--- config.mk ---
export PLATFORM = sky130hd
export DESIGN_NAME = scan_ctl_flat
export DESIGN_NICKNAME = d
export VERILOG_FILES = /design/src/rtl/scan_ctl_if.sv /design/src/rtl/scan_ctl.sv /design/src/flat_wrapper.sv
export SDC_FILE = /design/constraint.sdc
export NUM_CORES = 1
export LEC_CHECK = 0
export CAP_MARGIN = 20
export CORE_ASPECT_RATIO = 0.8
export CORE_MARGIN = 8
export CORE_UTILIZATION = 49
export DETAILED_ROUTE_END_ITERATION = 10
export GPL_TIMING_DRIVEN = 0
export PLACE_DENSITY = 0.77
export SYNTH_ARGS = -nofsm -noshare
export SYNTH_HDL_FRONTEND = slang
export SYNTH_SLANG_ARGS = --single-unit
--- constraint.sdc ---
create_clock -name clk -period 1.9 [get_ports clk]
set_clock_uncertainty 0.05 [all_clocks]
set_input_delay 0.285 -clock clk [delete_from_list [all_inputs] [get_ports clk]]
set_output_delay 0.285 -clock clk [all_outputs]
set_load 0.01 [all_outputs]
--- src/rtl/scan_ctl_if.sv ---
// Signal bundle between scan_ctl, its requester and the dffhs scan chain.
// slave is the controller side; master is the environment (requester + chain).
interface scan_ctl_if #(parameter int N = 8);
  logic         start;
  logic         cap_en;
  logic [N-1:0] pat_in;
  logic         scanout;
  logic         test;
  logic         hold;
  logic         scanin;
  logic         busy;
  logic         done;
  logic [N-1:0] result;

  modport slave (
    input  start, cap_en, pat_in, scanout,
    output test, hold, scanin, busy, done, result
  );

  modport master (
    output start, cap_en, pat_in, scanout,
    input  test, hold, scanin, busy, done, result
  );
endinterface

--- src/rtl/scan_ctl.sv ---
// Scan chain sequencer: shift pattern in, optional capture, shift result out, DONE pulse.
// DONE arrives 2N+1 (+1 with capture) cycles after START; START is ignored while busy.
module scan_ctl #(
  parameter int N  = 8,
  parameter int CW = 4
) (
  input logic       clk,
  input logic       rst,
  scan_ctl_if.slave bus
);

  typedef enum logic [2:0] {
    S_IDLE,
    S_SHIFT_IN,
    S_CAPTURE,
    S_SHIFT_OUT,
    S_DONE
  } state_t;

  state_t       state, state_nxt;
  logic [CW-1:0] cnt, cnt_nxt;
  logic [N-1:0] pat, pat_nxt;
  logic         cap, cap_nxt;
  logic         test_nxt, hold_nxt, scanin_nxt, busy_nxt, done_nxt;
  logic         test_q, hold_q, scanin_q, busy_q, done_q;
  logic [N-1:0] result_q;
  logic         last;

  assign last = (cnt == CW'(N - 1));

  always_ff @(posedge clk) begin
    if (rst) begin
      state    <= S_IDLE;
      cnt      <= '0;
      pat      <= '0;
      cap      <= 1'b0;
      test_q   <= 1'b0;
      hold_q   <= 1'b1;
      scanin_q <= 1'b0;
      busy_q   <= 1'b0;
      done_q   <= 1'b0;
    end else begin
      state    <= state_nxt;
      cnt      <= cnt_nxt;
      pat      <= pat_nxt;
      cap      <= cap_nxt;
      test_q   <= test_nxt;
      hold_q   <= hold_nxt;
      scanin_q <= scanin_nxt;
      busy_q   <= busy_nxt;
      done_q   <= done_nxt;
    end
  end

  // Pattern register shifts left so its MSB is always the next bit to send.
  always_comb begin
    state_nxt = state;
    cnt_nxt   = cnt;
    pat_nxt   = pat;
    cap_nxt   = cap;
    case (state)
      S_IDLE: begin
        if (bus.start) begin
          state_nxt = S_SHIFT_IN;
          cnt_nxt   = '0;
          pat_nxt   = bus.pat_in;
          cap_nxt   = bus.cap_en;
        end
      end
      S_SHIFT_IN: begin
        pat_nxt = {pat[N-2:0], 1'b0};
        if (last) begin
          state_nxt = cap ? S_CAPTURE : S_SHIFT_OUT;
          cnt_nxt   = '0;
        end else begin
          cnt_nxt = cnt + CW'(1);
        end
      end
      S_CAPTURE: begin
        state_nxt = S_SHIFT_OUT;
        cnt_nxt   = '0;
      end
      S_SHIFT_OUT: begin
        if (last) begin
          state_nxt = S_DONE;
          cnt_nxt   = '0;
        end else begin
          cnt_nxt = cnt + CW'(1);
        end
      end
      S_DONE: begin
        state_nxt = S_IDLE;
        cnt_nxt   = '0;
      end
      default: begin
        state_nxt = S_IDLE;
        cnt_nxt   = '0;
      end
    endcase

    // Outputs are decoded from the next state so the registered copy lines up with it.
    test_nxt   = 1'b0;
    hold_nxt   = 1'b1;
    scanin_nxt = 1'b0;
    busy_nxt   = 1'b0;
    done_nxt   = 1'b0;
    case (state_nxt)
      S_SHIFT_IN: begin
        test_nxt   = 1'b1;
        hold_nxt   = 1'b0;
        scanin_nxt = pat_nxt[N-1];
        busy_nxt   = 1'b1;
      end
      S_CAPTURE: begin
        hold_nxt = 1'b0;
        busy_nxt = 1'b1;
      end
      S_SHIFT_OUT: begin
        test_nxt = 1'b1;
        hold_nxt = 1'b0;
        busy_nxt = 1'b1;
      end
      S_DONE: begin
        busy_nxt = 1'b1;
        done_nxt = 1'b1;
      end
      default: ;
    endcase
  end

  always_ff @(posedge clk) begin
    if (rst) begin
      result_q <= '0;
    end else if (state == S_SHIFT_OUT) begin
      result_q <= {result_q[N-2:0], bus.scanout};
    end
  end

  assign bus.test   = test_q;
  assign bus.hold   = hold_q;
  assign bus.scanin = scanin_q;
  assign bus.busy   = busy_q;
  assign bus.done   = done_q;
  assign bus.result = result_q;

endmodule

--- src/flat_wrapper.sv ---
// flat-port wrapper written by rule: the top's interface ports become plain ports
module scan_ctl_flat 
#(
  parameter int N  = 8,
  parameter int CW = 4
)
  (clk, rst, bus_start, bus_cap_en, bus_pat_in, bus_scanout, bus_test, bus_hold, bus_scanin, bus_busy, bus_done, bus_result);
  scan_ctl_if #(.N(N)) bus_i ();
  input logic clk;
  input logic rst;
  input wire logic [$bits(bus_i.start)-1:0] bus_start;
  input wire logic [$bits(bus_i.cap_en)-1:0] bus_cap_en;
  input wire logic [$bits(bus_i.pat_in)-1:0] bus_pat_in;
  input wire logic [$bits(bus_i.scanout)-1:0] bus_scanout;
  output wire logic [$bits(bus_i.test)-1:0] bus_test;
  output wire logic [$bits(bus_i.hold)-1:0] bus_hold;
  output wire logic [$bits(bus_i.scanin)-1:0] bus_scanin;
  output wire logic [$bits(bus_i.busy)-1:0] bus_busy;
  output wire logic [$bits(bus_i.done)-1:0] bus_done;
  output wire logic [$bits(bus_i.result)-1:0] bus_result;
  assign bus_i.start = bus_start;
  assign bus_i.cap_en = bus_cap_en;
  assign bus_i.pat_in = bus_pat_in;
  assign bus_i.scanout = bus_scanout;
  assign bus_test = bus_i.test;
  assign bus_hold = bus_i.hold;
  assign bus_scanin = bus_i.scanin;
  assign bus_busy = bus_i.busy;
  assign bus_done = bus_i.done;
  assign bus_result = bus_i.result;
  scan_ctl #(.N(N), .CW(CW)) u_core (.clk(clk), .rst(rst), .bus(bus_i));
endmodule
# ---- After elaboration in Yosys (flattened, before gate mapping)
# Cells that the tools add are included.
# Widths: inputs -> output; s select.
dict set report totals {
  elab_cells 45
  inputBits 13
  reg_bits 29
  output_inout_bits 13
}
dict set report classes {
  n_reduce_logical 9
  mux 14
  n_eq_ne 9
  bitwise_logic 1
  addsub 1
}
# op count
set ops {}
lappend ops {{$pmux 8 s2} 1}
lappend ops {{$eq 3x2->1 const B} 4}
lappend ops {{$pmux 3 s4} 1}
lappend ops {{$mux 3} 3}
lappend ops {{$mux 4} 2}
lappend ops {{$mux 8} 1}
lappend ops {{$pmux 4 s2} 1}
lappend ops {{$eq 3x1->1 const B} 2}
lappend ops {{$reduce_or 2->1} 3}
lappend ops {{$mux 1} 5}
lappend ops {{$add 4x1->4 const B} 1}
lappend ops {{$eq 4x3->1 const B} 1}
lappend ops {{$reduce_and 2->1} 2}
lappend ops {{$reduce_or 4->1} 1}
lappend ops {{$eq 3x3->1 const B} 1}
lappend ops {{$logic_not 3->1} 1}
lappend ops {{$reduce_or 3->1} 1}
lappend ops {{$ne 2x2->1 const B} 1}
lappend ops {{$reduce_bool 2->1} 1}
lappend ops {{$not 1->1} 1}

# ---- Depth between registers and ports, before layout
dict set report logic_depth {
  word_depth 6
  depth_mapped 5
}

# ---- Least setup slack after synthesis
# Ideal clock, no wire load.
dict set report synth_timing {
  kind {register -> register}
  from {register u_core.state[0]}
  to {register u_core.pat[4]}
  required_ns 1.716
  path_stages_with_launch 6
  arrival_time_ns 1.191
  setup_time_ns 0.134
  slack_ns 0.525
  period_less_slack_ns 1.375
  cell_sequence {dfxtp_1 -> buf_2 -> or3b_2 -> buf_2 -> nor2_1 -> nor4_1}
}
dict set report synth_between {
  elab_chain_cells 3
  elab_cells_between_ends 6
}
# element line_no
set synth_lines {}
lappend synth_lines {{start: declaration} scan_ctl.sv:20} ;# state_t state, state_nxt;
lappend synth_lines {{start signal: assignment} scan_ctl.sv:43} ;# state <= state_nxt;
lappend synth_lines {{$eq 3x1->1 or $logic_not 3->1 (tied branches)} scan_ctl.sv:61} ;# case (state)
lappend synth_lines {{$reduce_bool 2->1 (no line) or $ne 2x2->1 (tied branches)} -}
lappend synth_lines {{$reduce_and 2->1 (no line)} -}
lappend synth_lines {{end signal: assignment} scan_ctl.sv:45} ;# pat <= pat_nxt;
lappend synth_lines {{end: declaration} scan_ctl.sv:22} ;# logic [N-1:0] pat, pat_nxt;
# Several ways; a longest one is shown, not always the timed one.
# A chain may end at the register's enable or synchronous reset.

# ---- Worst setup path in the final report
dict set report layout_timing {
  from {register u_core.result_q[6], in the netlist u_core.bus.result[6]}
  to {output bus_result[6]}
}
# element line_no
set layout_rtl {}
lappend layout_rtl {{start: declaration} scan_ctl.sv:26} ;# logic [N-1:0] result_q;
lappend layout_rtl {{start signal: assignment} scan_ctl.sv:135} ;# result_q <= {result_q[N-2:0], bus.scanout};
lappend layout_rtl {{end: declaration} flat_wrapper.sv:20} ;# output wire logic [$bits(bus_i.result)-1:0] bus_result;
# No word-level cell between the ends.

==> impl_results.md <==
- HPWL Detailed: 2200 µm
- Chip Width: 71.6 µm
- Final clock period utilization by the worst path: 0.834
- GRT Resource Usage Total: 0.146
- Residual DRC: 0
- Synth top area cells: sky130_fd_sc_hd__dfxtp_1 (48%), sky130_fd_sc_hd__a21oi_1 (7.0%), sky130_fd_sc_hd__nor2_1 (6.2%), sky130_fd_sc_hd__nand3_1 (3.3%), sky130_fd_sc_hd__nand2_1 (3.1%)
- Count of final max-slew check failures: 0
- Root cell of the clock tree: sky130_fd_sc_hd__clkbuf_4
- I/O Pins: 26
- Arrival time of data at the critical path endpoint: 1.25 ns
- Slowest cell delay on critical path: 0.55 ns
- Internal portion of total power: 0.918 mW
- Share of layout cells above drive strength 1: 0.110
- Die Outline Area: 4340 µm²
- Share of power burned in the clock network: 0.360
- Layout net count: 185
- Die span in y: 60.5 µm
- Filler cells: 200
- Worst Hold Launch: rst
- Inst Count DP: 191
- Most numerous cell in the Yosys netlist: sky130_fd_sc_hd__dfxtp_1
- Maximum clock rate: 631 MHz
- Synthesis-to-layout area growth: 28.4%
- Max-cap violations: 0
- Post-Place Setup Slack: -0.0201 ns
- Count of hold buffers inserted by post-cts repair: 0
- Cell area power density: 784 nW/µm²
- Endpoint of the worst hold path: u_core.pat[1]
- TritonCTS Buffers: 5
- Count of flip-flops with a built-in enable after synthesis: 0
- Kind of path behind the tightest hold check: in -> reg
- Max transition margin: 0.651
- Cell row count: 16
- Count of buffering cells on the critical path with inverters included: 1
- Number of storage elements in the synthesis netlist: 29
- Final Hold Vio Count: 0
- Setup crit start kind: flip-flop
- Peak ir drop on the vdd network: 0.357 mV
- Cell class contributing the biggest share of worst-path delay: buffers and inverters
- Flop pwr share: 0.530
- Reg-to-reg critical path startpoint: u_core.state[0]
- Antenna violations before repair: 0
- Max FO, Critical Path: 3
- Initial core utilization: 0.505
- Post-place instance area: 1490 µm²
- Switching share of power: 0.249
- Cell depth of the worst min-delay path: 2
- Unique cell type count in the Yosys netlist: 34
- R2R depth: 4
- Ordered list of cells on the worst path: clkdlybuf4s50_1
- Worst hold slack: 0.239 ns
- Final antenna-violating net count: 0
- Most instantiated cells after synthesis: sky130_fd_sc_hd__dfxtp_1 (29), sky130_fd_sc_hd__nor2_1 (20), sky130_fd_sc_hd__a21oi_1 (17), sky130_fd_sc_hd__nand2_1 (10), sky130_fd_sc_hd__nand3_1 (8)
- Clock insertion delay at the later pin of the skew report: 0.35 ns
- Minimum setup slack among reg-to-reg paths: 0.37 ns
- Critical Path Sink Type: output port
- First-pass DRT Iterations: 4
- Async set or reset register ratio after synthesis: 0
- Final worst path period need: 1.59 ns
- Count of input and output buffers: 24
- Detail-routed via count per cell: 5.62
- Wire length of the first global-routing pass: 4830 µm
- Final std cell area, no fill: 1560 µm²
- Yosys warnings: 0
- Predominant post-synthesis flop cell: sky130_fd_sc_hd__dfxtp_1
- Clock transition time at the flip-flop clock pins of the worst setup and hold paths: 0.10 ns
- Post-CTS setup repair buffer count: 0
- Cell accounting for the most synthesized area: sky130_fd_sc_hd__dfxtp_1
- H-tree depth: 2
- RePlAce Congestion: 0.847
- # diodes: 0
- Syn nets: 154
- Deepest clock path buffer count: 2
- CTS tree: done
- WP data required: 1.56 ns
- Via count of the routed design: 1119
- # clock sinks: 29
- Reported leakage power: 0.596 nW
- Number of global-route vias before repair: 1118
- Final Non-Filler Cells: 199
- Resized Gates After CTS: 0
- RSZ-0062 raised after global routing: no
- Syn Inst Count: 140
- Net load switching power: 0.303 mW
- Actual slew at the worst max-slew pin: 0.523 ns
- Area taken by flip-flops and latches: 581 µm²
- Worst path setup slack after routing: 0.315 ns
- Share of the synthesized area in the top cell type: 0.478
- Cell area after synthesis: 1210 µm²
- Sequential share of the synthesized area: 0.478
- Reg-to-reg critical path endpoint: u_core.bus.scanin
- Outcome: complete, no violations
- Placeable core region: 2400 µm²
- First DRT Iteration DRCs: 118
- Setup-failing EPs final: 0
- Wire length reported by the detailed router: 2910 µm
- Syn_area_per_cell: 8.67 µm²
- Critical path start-end classification: reg -> out
- Combinational power share: 0.110
- Cell at the slowest stage of the critical path: sky130_fd_sc_hd__clkdlybuf4s50_1
- Largest net degree at the start of global routing: 11
- Area of combinational cells with multiple inputs: 577 µm²
- Remaining global-route overflow: 0
- Routed length per instance: 14.6 µm
flip-flops by register name (all words and copies together) (netlist names):
signal / cells
u_core.state: 3
u_core.cnt: 4
u_core.bus.done: 1
u_core.bus.result: 8
u_core.cap: 1
u_core.bus.test: 1
u_core.bus.hold: 1
u_core.pat: 8
u_core.bus.scanin: 1
u_core.bus.busy: 1
area by class of cell:
type / count / share of cell area
Sequential cell: 29 / 0.373
Buffer: 11 / 0.0313
Clock inverter: 1 / 0.00321
Tap cell: 27 / 0.0217
Inverter: 2 / 0.00482
Clock buffer: 7 / 0.0418
Timing Repair Buffer: 24 / 0.154
Multi-Input combinational cell: 98 / 0.370
routing by layer:
metal  GRT usage  up-vias  wire length, µm  share of wire
li1            -      558                -              -
met1       0.151      525             1240           0.42
met2       0.249       29             1410           0.48
met3      0.0545        7              209          0.072
met4      0.0957        0               59          0.020
met5           0        -                0              0
logic make-up after synthesis:
kind of cell / share of synthesized area
compound gates: 0.140
xor+xnor: 0.00722
fa+ha+maj: 0.0103
buf+inv: 0.0464
flops: 0.478
mux: 0.00825
simple gates: 0.309
through the flow:
stage / total power, mW / TNS, ns / util
after detailed placement: 0.796 / -0.0201 / 0.619
after global routing: 1.26 / 0 / 0.648
final: 1.22 / 0 / 0.648
after CTS: 1.22 / 0 / 0.648
after floorplan: 0.737 / 0 / -
after global placement: 0.789 / -0.00567 / 0.619
placed cells by master, fill, tap and decap left out, types with 2 or more instances in the layout:
cell                              count
sky130_fd_sc_hd__a21oi_1             17
sky130_fd_sc_hd__and2b_1              2
sky130_fd_sc_hd__buf_1                2
sky130_fd_sc_hd__buf_2                6
sky130_fd_sc_hd__clkbuf_1             3
sky130_fd_sc_hd__clkbuf_4             5
sky130_fd_sc_hd__clkbuf_8             2
sky130_fd_sc_hd__clkdlybuf4s50_1     24
sky130_fd_sc_hd__dfxtp_1             29
sky130_fd_sc_hd__inv_1                2
sky130_fd_sc_hd__nand2_1             10
sky130_fd_sc_hd__nand3_1              8
sky130_fd_sc_hd__nand3b_1             5
sky130_fd_sc_hd__nand4b_1             3
sky130_fd_sc_hd__nor2_1              20
sky130_fd_sc_hd__nor3_1               3
sky130_fd_sc_hd__nor4_1               6
sky130_fd_sc_hd__o211a_1              2
sky130_fd_sc_hd__o21ai_0              2
sky130_fd_sc_hd__or2_2                2
sky130_fd_sc_hd__or4b_1               2
worst max path at each step:
stage,slack [ns],depth (start not counted),to,startpoint
6_report,0.31,1,bus_result[6],u_core.bus.result[6]
5_1_grt,0.24,5,u_core.state[1],u_core.state[1]
4_1_cts,0.30,1,bus_result[6],u_core.bus.result[6]
3_5_place_dp,-0.02,5,u_core.cap,bus_start
3_3_place_gp,-0.006,5,u_core.cap,bus_start
2_1_floorplan,0.52,5,u_core.pat[4],u_core.state[0]
power groups by stage:
stage | Sequential (mW) | Clock (mW) | Combinational [mW]
floorplan | 0.660 | 0 | 0.0767
finish | 0.648 | 0.439 | 0.135
global placement | 0.659 | 0 | 0.129
global route | 0.650 | 0.466 | 0.148
CTS | 0.647 | 0.442 | 0.135
detailed placement | 0.661 | 0 | 0.135
Power figures use the tool's default switching activity.
